[src/rtl/timer_pkg.sv]
// Shared state encoding and BCD digit limits for the countdown timer.
package timer_pkg;

   localparam logic [1:0] ST_IDLE    = 2'd0;
   localparam logic [1:0] ST_RUNNING = 2'd1;
   localparam logic [1:0] ST_PAUSED  = 2'd2;
   localparam logic [1:0] ST_DONE    = 2'd3;

   localparam logic [3:0] SECS_MAX = 4'd9;
   localparam logic [3:0] TENS_MAX = 4'd5;

endpackage

[src/rtl/bcd_digit_down.sv]
// One BCD digit that counts down, wrapping to MAX with a borrow; load beats dec.
module bcd_digit_down
   import timer_pkg::*;
#(
   parameter logic [3:0] MAX = SECS_MAX
) (
   input  logic       CLK,
   input  logic       clear,
   input  logic       load,
   input  logic [3:0] load_val,
   input  logic       dec,
   output logic [3:0] value,
   output logic       borrow_out,
   output logic       is_zero
);

   assign is_zero    = (value == 4'd0);
   assign borrow_out = dec && is_zero;

   always_ff @(posedge CLK) begin
      if (clear) begin
         value <= '0;
      end else if (load) begin
         value <= load_val;
      end else if (dec) begin
         value <= is_zero ? MAX : value - 4'd1;
      end
   end

endmodule

[src/rtl/countdown_timer.sv]
// Kitchen-style BCD countdown timer with keypad entry and start/stop buttons.
// Define TIMER_ADD30_EN to enable the +30 s button.
module countdown_timer
   import timer_pkg::*;
#(
   parameter int MIN_DIGITS = 2
) (
   input  logic                    CLK,
   input  logic                    clear,
   input  logic                    tick,
   input  logic [3:0]              digit,
   input  logic                    digit_valid,
   input  logic                    start,
   input  logic                    stop,
   input  logic                    add30,
   output logic [4*MIN_DIGITS-1:0] minutes,
   output logic [3:0]              tens_secs,
   output logic [3:0]              secs,
   output logic                    running,
   output logic                    timer_done
);

   logic [1:0]              state;
   logic [1:0]              next_state;

   logic                    ld;
   logic [3:0]              ld_secs;
   logic [3:0]              ld_tens;
   logic [4*MIN_DIGITS-1:0] ld_min;
   logic                    dec_tick;

   logic                    secs_borrow;
   logic                    secs_zero;
   logic                    tens_zero;
   logic [MIN_DIGITS:0]     min_chain;
   logic [MIN_DIGITS-1:0]   min_zero_v;
   logic                    min_zero;
   logic                    time_zero;
   logic                    time_one;

   logic [4*MIN_DIGITS-1:0] min_inc;
   logic                    min_inc_ovf;
   logic [4*MIN_DIGITS-1:0] min_all9;
   logic                    unused_top_borrow;

   assign min_zero  = &min_zero_v;
   assign time_zero = min_zero && tens_zero && secs_zero;
   assign time_one  = min_zero && tens_zero && (secs == 4'd1);

   // Borrow out of the top minute digit would only fire on a tick at 0:00,
   // which the state machine never allows.
   assign unused_top_borrow = min_chain[MIN_DIGITS];

   always_comb begin
      min_inc     = minutes;
      min_inc_ovf = 1'b1;
      min_all9    = '0;
      for (int unsigned i = 0; i < MIN_DIGITS; i++) begin
         min_all9[4*i +: 4] = SECS_MAX;
         if (min_inc_ovf) begin
            if (minutes[4*i +: 4] == SECS_MAX) begin
               min_inc[4*i +: 4] = '0;
            end else begin
               min_inc[4*i +: 4] = minutes[4*i +: 4] + 4'd1;
               min_inc_ovf       = 1'b0;
            end
         end
      end
   end

   // Every non-tick change is expressed as a parallel load of all digits;
   // ticks use the borrow chain through the digit counters.
   always_comb begin
      next_state = state;
      ld         = 1'b0;
      ld_secs    = secs;
      ld_tens    = tens_secs;
      ld_min     = minutes;
      dec_tick   = 1'b0;

      if (stop && state == ST_RUNNING) begin
         next_state = ST_PAUSED;
      end else if (stop && (state == ST_PAUSED || state == ST_DONE)) begin
         ld         = 1'b1;
         ld_secs    = '0;
         ld_tens    = '0;
         ld_min     = '0;
         next_state = ST_IDLE;
      end else if (start && state == ST_IDLE && !time_zero) begin
         ld         = 1'b1;
         next_state = ST_RUNNING;
         if (tens_secs > TENS_MAX) begin
            if (min_inc_ovf) begin
               ld_tens = TENS_MAX;
               ld_secs = SECS_MAX;
            end else begin
               ld_tens = tens_secs - 4'd6;
               ld_min  = min_inc;
            end
         end
      end else if (start && state == ST_PAUSED) begin
         next_state = ST_RUNNING;
`ifdef TIMER_ADD30_EN
      end else if (add30 && (state == ST_IDLE || state == ST_DONE)) begin
         ld         = 1'b1;
         ld_secs    = '0;
         ld_tens    = 4'd3;
         ld_min     = '0;
         next_state = ST_RUNNING;
      end else if (add30 && (state == ST_RUNNING || state == ST_PAUSED)) begin
         ld = 1'b1;
         if (tens_secs >= 4'd3) begin
            if (min_inc_ovf) begin
               ld_min  = min_all9;
               ld_tens = TENS_MAX;
               ld_secs = SECS_MAX;
            end else begin
               ld_tens = tens_secs - 4'd3;
               ld_min  = min_inc;
            end
         end else begin
            ld_tens = tens_secs + 4'd3;
         end
`endif
      end else if (digit_valid && digit <= SECS_MAX &&
                   (state == ST_IDLE || state == ST_DONE)) begin
         ld         = 1'b1;
         next_state = ST_IDLE;
         ld_secs    = digit;
         if (state == ST_DONE) begin
            ld_tens = '0;
            ld_min  = '0;
         end else begin
            ld_tens = secs;
            for (int unsigned i = 1; i < MIN_DIGITS; i++) begin
               ld_min[4*i +: 4] = minutes[4*(i-1) +: 4];
            end
            ld_min[3:0] = tens_secs;
         end
      end else if (tick && state == ST_RUNNING) begin
         dec_tick = 1'b1;
         if (time_one) begin
            next_state = ST_DONE;
         end
      end
   end

`ifndef TIMER_ADD30_EN
   logic unused_add30;
   assign unused_add30 = add30;
`endif

   always_ff @(posedge CLK) begin
      if (clear) begin
         state <= ST_IDLE;
      end else begin
         state <= next_state;
      end
   end

   assign running    = (state == ST_RUNNING);
   assign timer_done = (state == ST_DONE);

   bcd_digit_down #(.MAX(SECS_MAX)) u_secs (
      .CLK        (CLK),
      .clear      (clear),
      .load       (ld),
      .load_val   (ld_secs),
      .dec        (dec_tick),
      .value      (secs),
      .borrow_out (secs_borrow),
      .is_zero    (secs_zero)
   );

   bcd_digit_down #(.MAX(TENS_MAX)) u_tens (
      .CLK        (CLK),
      .clear      (clear),
      .load       (ld),
      .load_val   (ld_tens),
      .dec        (secs_borrow),
      .value      (tens_secs),
      .borrow_out (min_chain[0]),
      .is_zero    (tens_zero)
   );

   for (genvar g = 0; g < MIN_DIGITS; g++) begin : g_min
      bcd_digit_down #(.MAX(SECS_MAX)) u_digit (
         .CLK        (CLK),
         .clear      (clear),
         .load       (ld),
         .load_val   (ld_min[4*g +: 4]),
         .dec        (min_chain[g]),
         .value      (minutes[4*g +: 4]),
         .borrow_out (min_chain[g+1]),
         .is_zero    (min_zero_v[g])
      );
   end

endmodule
[config.mk]
export PLATFORM = sky130hd
export DESIGN_NAME = countdown_timer
export DESIGN_NICKNAME = d
export VERILOG_FILES = /design/src/rtl/timer_pkg.sv /design/src/rtl/bcd_digit_down.sv /design/src/rtl/countdown_timer.sv
export SDC_FILE = /design/constraint.sdc
export NUM_CORES = 1
export LEC_CHECK = 0
export ABC_AREA = 1
export BUFFER_PORTS_ARGS = -buffer_cell sky130_fd_sc_hd__buf_2
export CELL_PAD_IN_SITES_DETAIL_PLACEMENT = 2
export CELL_PAD_IN_SITES_GLOBAL_PLACEMENT = 2
export CORE_MARGIN = 5
export CORE_UTILIZATION = 31
export CTS_BUF_LIST = sky130_fd_sc_hd__clkbuf_16
export DETAILED_ROUTE_END_ITERATION = 12
export HOLD_SLACK_MARGIN = 0.12
export PLACE_DENSITY_LB_ADDON = 0.05
export SYNTH_ARGS = -nofsm -noshare
export SYNTH_HDL_FRONTEND = slang
export SYNTH_SLANG_ARGS = --single-unit
[constraint.sdc]
create_clock -name CLK -period 3.5 [get_ports CLK]
set_input_delay 0.175 -clock CLK [delete_from_list [all_inputs] [get_ports CLK]]
set_output_delay 0.175 -clock CLK [all_outputs]
set_load 0.005 [all_outputs]
==> reports/results.md <==
* **clock group share of total power** 0.121
* **vias in the first global route** 2,174
* **gpl congestion** 0.891
* **post-CTS sizing** 0
* **Setup Skew** 3.99 ps
* **stage delay of the slowest cell on the critical path** 350 ps
* **# DRC** 0
* **fraction of layout instances using a drive strength above 1** 0.139
* **Port Buf Inserts** 27
* **maximum number of pins on one net before global-route repair** 26
* **worst hold margin** 154 ps
* **Max-Cap Viols** 0
* **DR WL/cell** 16.0 um
* **fraction of power consumed by combinational cells** 0.682
* **Required @ worst endpoint** 3660 ps
* **number of buffers on the longest clock path** 2
* **leakage power figure** 1.14 nW
* **number of nets still failing antenna checks after routing** 0
* **portion of synthesized cell area occupied by the leading cell type** 0.202
* **Synth warnings** 0
* **Adder-Cell Fraction of Synth Area** 0.0875
* **fraction of the mapped netlist area in simple logic gates** 0.428
* **Post-CTS Setup Repair Bufs** 0
* **Compound-Gate Fraction of Synth Area** 0.162
* **met3 Track Usage GR** 0.0180
* **predominant post-synthesis flop cell** sky130_fd_sc_hd__dfxtp_1
* **core region area** 5890 um^2
* **RSZ-0062 raised after global routing** false
* **peak supply drop** 0.307 mV
* **Relative slew margins** 0.593
* **Switching Fraction** 0.564
* **Synth area leader** sky130_fd_sc_hd__nand2_1
* **wire length of the first global-routing pass** 11,200 um
* **most frequently used cell type in the post-synthesis netlist** sky130_fd_sc_hd__nand2_1
* **cell-by-cell trace of the critical path** inv_1 -> ha_1 -> inv_1 -> nor3_2 -> nand3_2 -> nand2_4 -> nand3_4 -> nand2_4 -> nand2_2 -> o21ai_0 -> nand2_1 -> nand2_1 -> nor2_1
* **non-filler cells, final** 420
* **multiplexer share of the synthesized area** 0
* **Chip Height** 87.4 um
* **Psw** 0.00114 W
* **destination of the critical timing path** u_tens.value[1]$_SDFFE_PP0P_
* **global-route layer with the greatest usage** met2
* **Crit Reg-Reg Endpoint** u_tens.value[1]$_SDFFE_PP0P_
* **antenna cells** 0
* **summed negative setup slack over all endpoints** 0 ps
* **net count reported at finish** 371
* **synthesis-to-layout area growth** 14.3%
* **instance count of the mapped netlist** 321
* **CTS tree** yes
* **total iterations of the first detailed-routing run** 3
* **total vias in the final route** 2,075
* **die width** 87.4 um
* **final critical path time including I/O delays and setup** 2510 ps
* **Final Max Tran Viols** 0
* **number of stages on the worst setup path** 13
* **dominant combinational cell family by area after synthesis** simple AND/OR/NAND/NOR gates
* **Max Freq** 398 MHz
* **clock sinks** 18
* **Post-synth EDFFs** 0
* **sequential fraction of design power** 0.196
* **largest cells by area after synthesis** sky130_fd_sc_hd__nand2_1, sky130_fd_sc_hd__dfxtp_1, sky130_fd_sc_hd__o21ai_0
* **kind of cell with the highest combined delay on the critical path** simple AND/OR/NAND/NOR gates
* **critical path peak fanout** 25
* **root cell of the clock tree** sky130_fd_sc_hd__clkbuf_16
* **number of buffers inserted during clock tree synthesis** 3
* **Setup crit start kind** flip-flop
* **post-synthesis share of cell area spent on xor and xnor gates** 0.0189
* **Cell variety after synth** 29
* **most frequent cells after synthesis** sky130_fd_sc_hd__nand2_1, sky130_fd_sc_hd__nor2_1, sky130_fd_sc_hd__inv_1
* **IO Count** 29
* **HPWL after DPL** 5260 um
* **met2 track utilization from global routing** 0.310
* **clock-pin slew of the registers on the worst-case setup and hold paths** 60 ps
* **final wirelength** 6720 um
* **via density per instance** 4.94
* **launch point of the critical path** g_min[1].u_digit.value[0]$_SDFFE_PP0P_
* **GR Util All Layers** 0.187
* **global-route congestion overflow total** 0
* **number of core rows** 28
* **cell area after synthesis** 1860 um^2
* **data arrival time of the worst path** 2670 ps
* **number of buffers added to fix hold violations after cts** 0
* **met1 global-route usage** 0.260
* **overall die area** 7640 um^2
* **worst r2r src** g_min[1].u_digit.value[0]$_SDFFE_PP0P_
* **H-tree depth** 1
* **category of the most critical setup path** reg2reg
* **register-to-register path setup slack** 990 ps
* **fin crit share** 0.718
* **power per unit of standard cell area** 952 nW/um^2
* **Hold Violations, Final** 0
* **flops & latches, synth** 18
* **violation count after the first detailed-route iteration** 45
* **per-instance average area after synthesis** 5.79 um^2
* **type of element capturing the critical path** flip-flop
* **Reg2Reg Depth** 13
* **outcome** finished clean
* **initial core utilization** 0.316
* **highest-delay cell along the critical path** sky130_fd_sc_hd__dfxtp_1
* **Placed Instances** 417
* **WP buf/inv** 2
* **Final setup violation count** 0
* **actual slew at the worst max-slew pin** 609 ps
* **worst min path class** in2reg
* **post-synthesis sequential area ratio** 0.194
* **internal power** 0.000881 W
* **share of synthesized flip-flops with an asynchronous set or reset** 0
* **pre-CTS WS** 943 ps
* **antenna violations before repair** 0
* **syn_nets** 345
* **clock latency of the later-clocked register in the worst-skew pair** 260 ps
* **final setup slack of the worst path** 988 ps
-- sequential cells by signal, indices dropped and copies added, names as in the netlist --
signal               flops
g_min.u_digit.value      8
u_secs.value             4
u_tens.value             4
state                    2
-- layer usage --
metal / wire length, um / share of wire
met1: 3440 / 0.51
met2: 3100 / 0.46
met3: 100 / 0.015
met4: 71 / 0.011
met5: 0 / 0
-- power by group through the flow --
stage               clock network [W]  registers, W  logic [W]
floorplan                           0      0.000363    0.00104
global placement                    0      0.000399    0.00136
CTS                          0.000262      0.000397    0.00141
detailed placement                  0      0.000401    0.00140
global route                 0.000269      0.000411    0.00160
finish                       0.000246      0.000397    0.00138
-- cell families (layout without fill, tap and decap cells) --
logic type | Yosys count | in the layout
fa+ha+maj | 13 | 13
compound gates | 57 | 57
simple gates | 180 | 180
flops | 18 | 18
xor+xnor | 4 | 4
buf+inv | 49 | 73
-- per-stage QoR --
| step | cell area, um^2 | utilization | total power, W |
|---|---|---|---|
| detailed placement | 2050 | 0.348 | 0.00180 |
| global route | 2120 | 0.361 | 0.00227 |
| floorplan | 1860 | - | 0.00140 |
| CTS | 2120 | 0.361 | 0.00207 |
| global placement | 2050 | 0.348 | 0.00176 |
| finish | 2120 | 0.361 | 0.00202 |
-- how the worst min path moves through the flow --
stage | slack (ps) | to | cells past startpoint | from
floorplan | 240 | u_secs.value[1]$_SDFFE_PP0P_ | 1 | clear
global placement | 420 | u_tens.value[2]$_SDFFE_PP0P_ | 2 | clear
detailed placement | 430 | u_tens.value[2]$_SDFFE_PP0P_ | 2 | clear
CTS | 150 | u_tens.value[2]$_SDFFE_PP0P_ | 2 | clear
global route | 160 | u_tens.value[2]$_SDFFE_PP0P_ | 2 | clear
finish | 150 | u_secs.value[1]$_SDFFE_PP0P_ | 2 | clear
-- final cells by class --
cell class | instances | area, um^2
tap | 75 | 93.8
clock buffer | 3 | 75.1
sequential | 18 | 360
multi-input combinational | 254 | 1290
inverter | 42 | 158
fill | 797 | 3760
timing repair buffer | 28 | 143
-- layout by cell type, fill, tap and decap left out, drive strengths merged --
| master | count |
|---|---|
| a21boi | 2 |
| a21o | 1 |
| a21oi | 15 |
| buf | 28 |
| clkbuf | 3 |
| clkinv | 1 |
| dfxtp | 18 |
| ha | 13 |
| inv | 41 |
| nand2 | 105 |
| nand3 | 22 |
| nand4 | 5 |
| nor2 | 44 |
| nor3 | 4 |
| o211ai | 1 |
| o21ai | 37 |
| o31ai | 1 |
| xor2 | 4 |
Power figures use the tool's default switching activity.
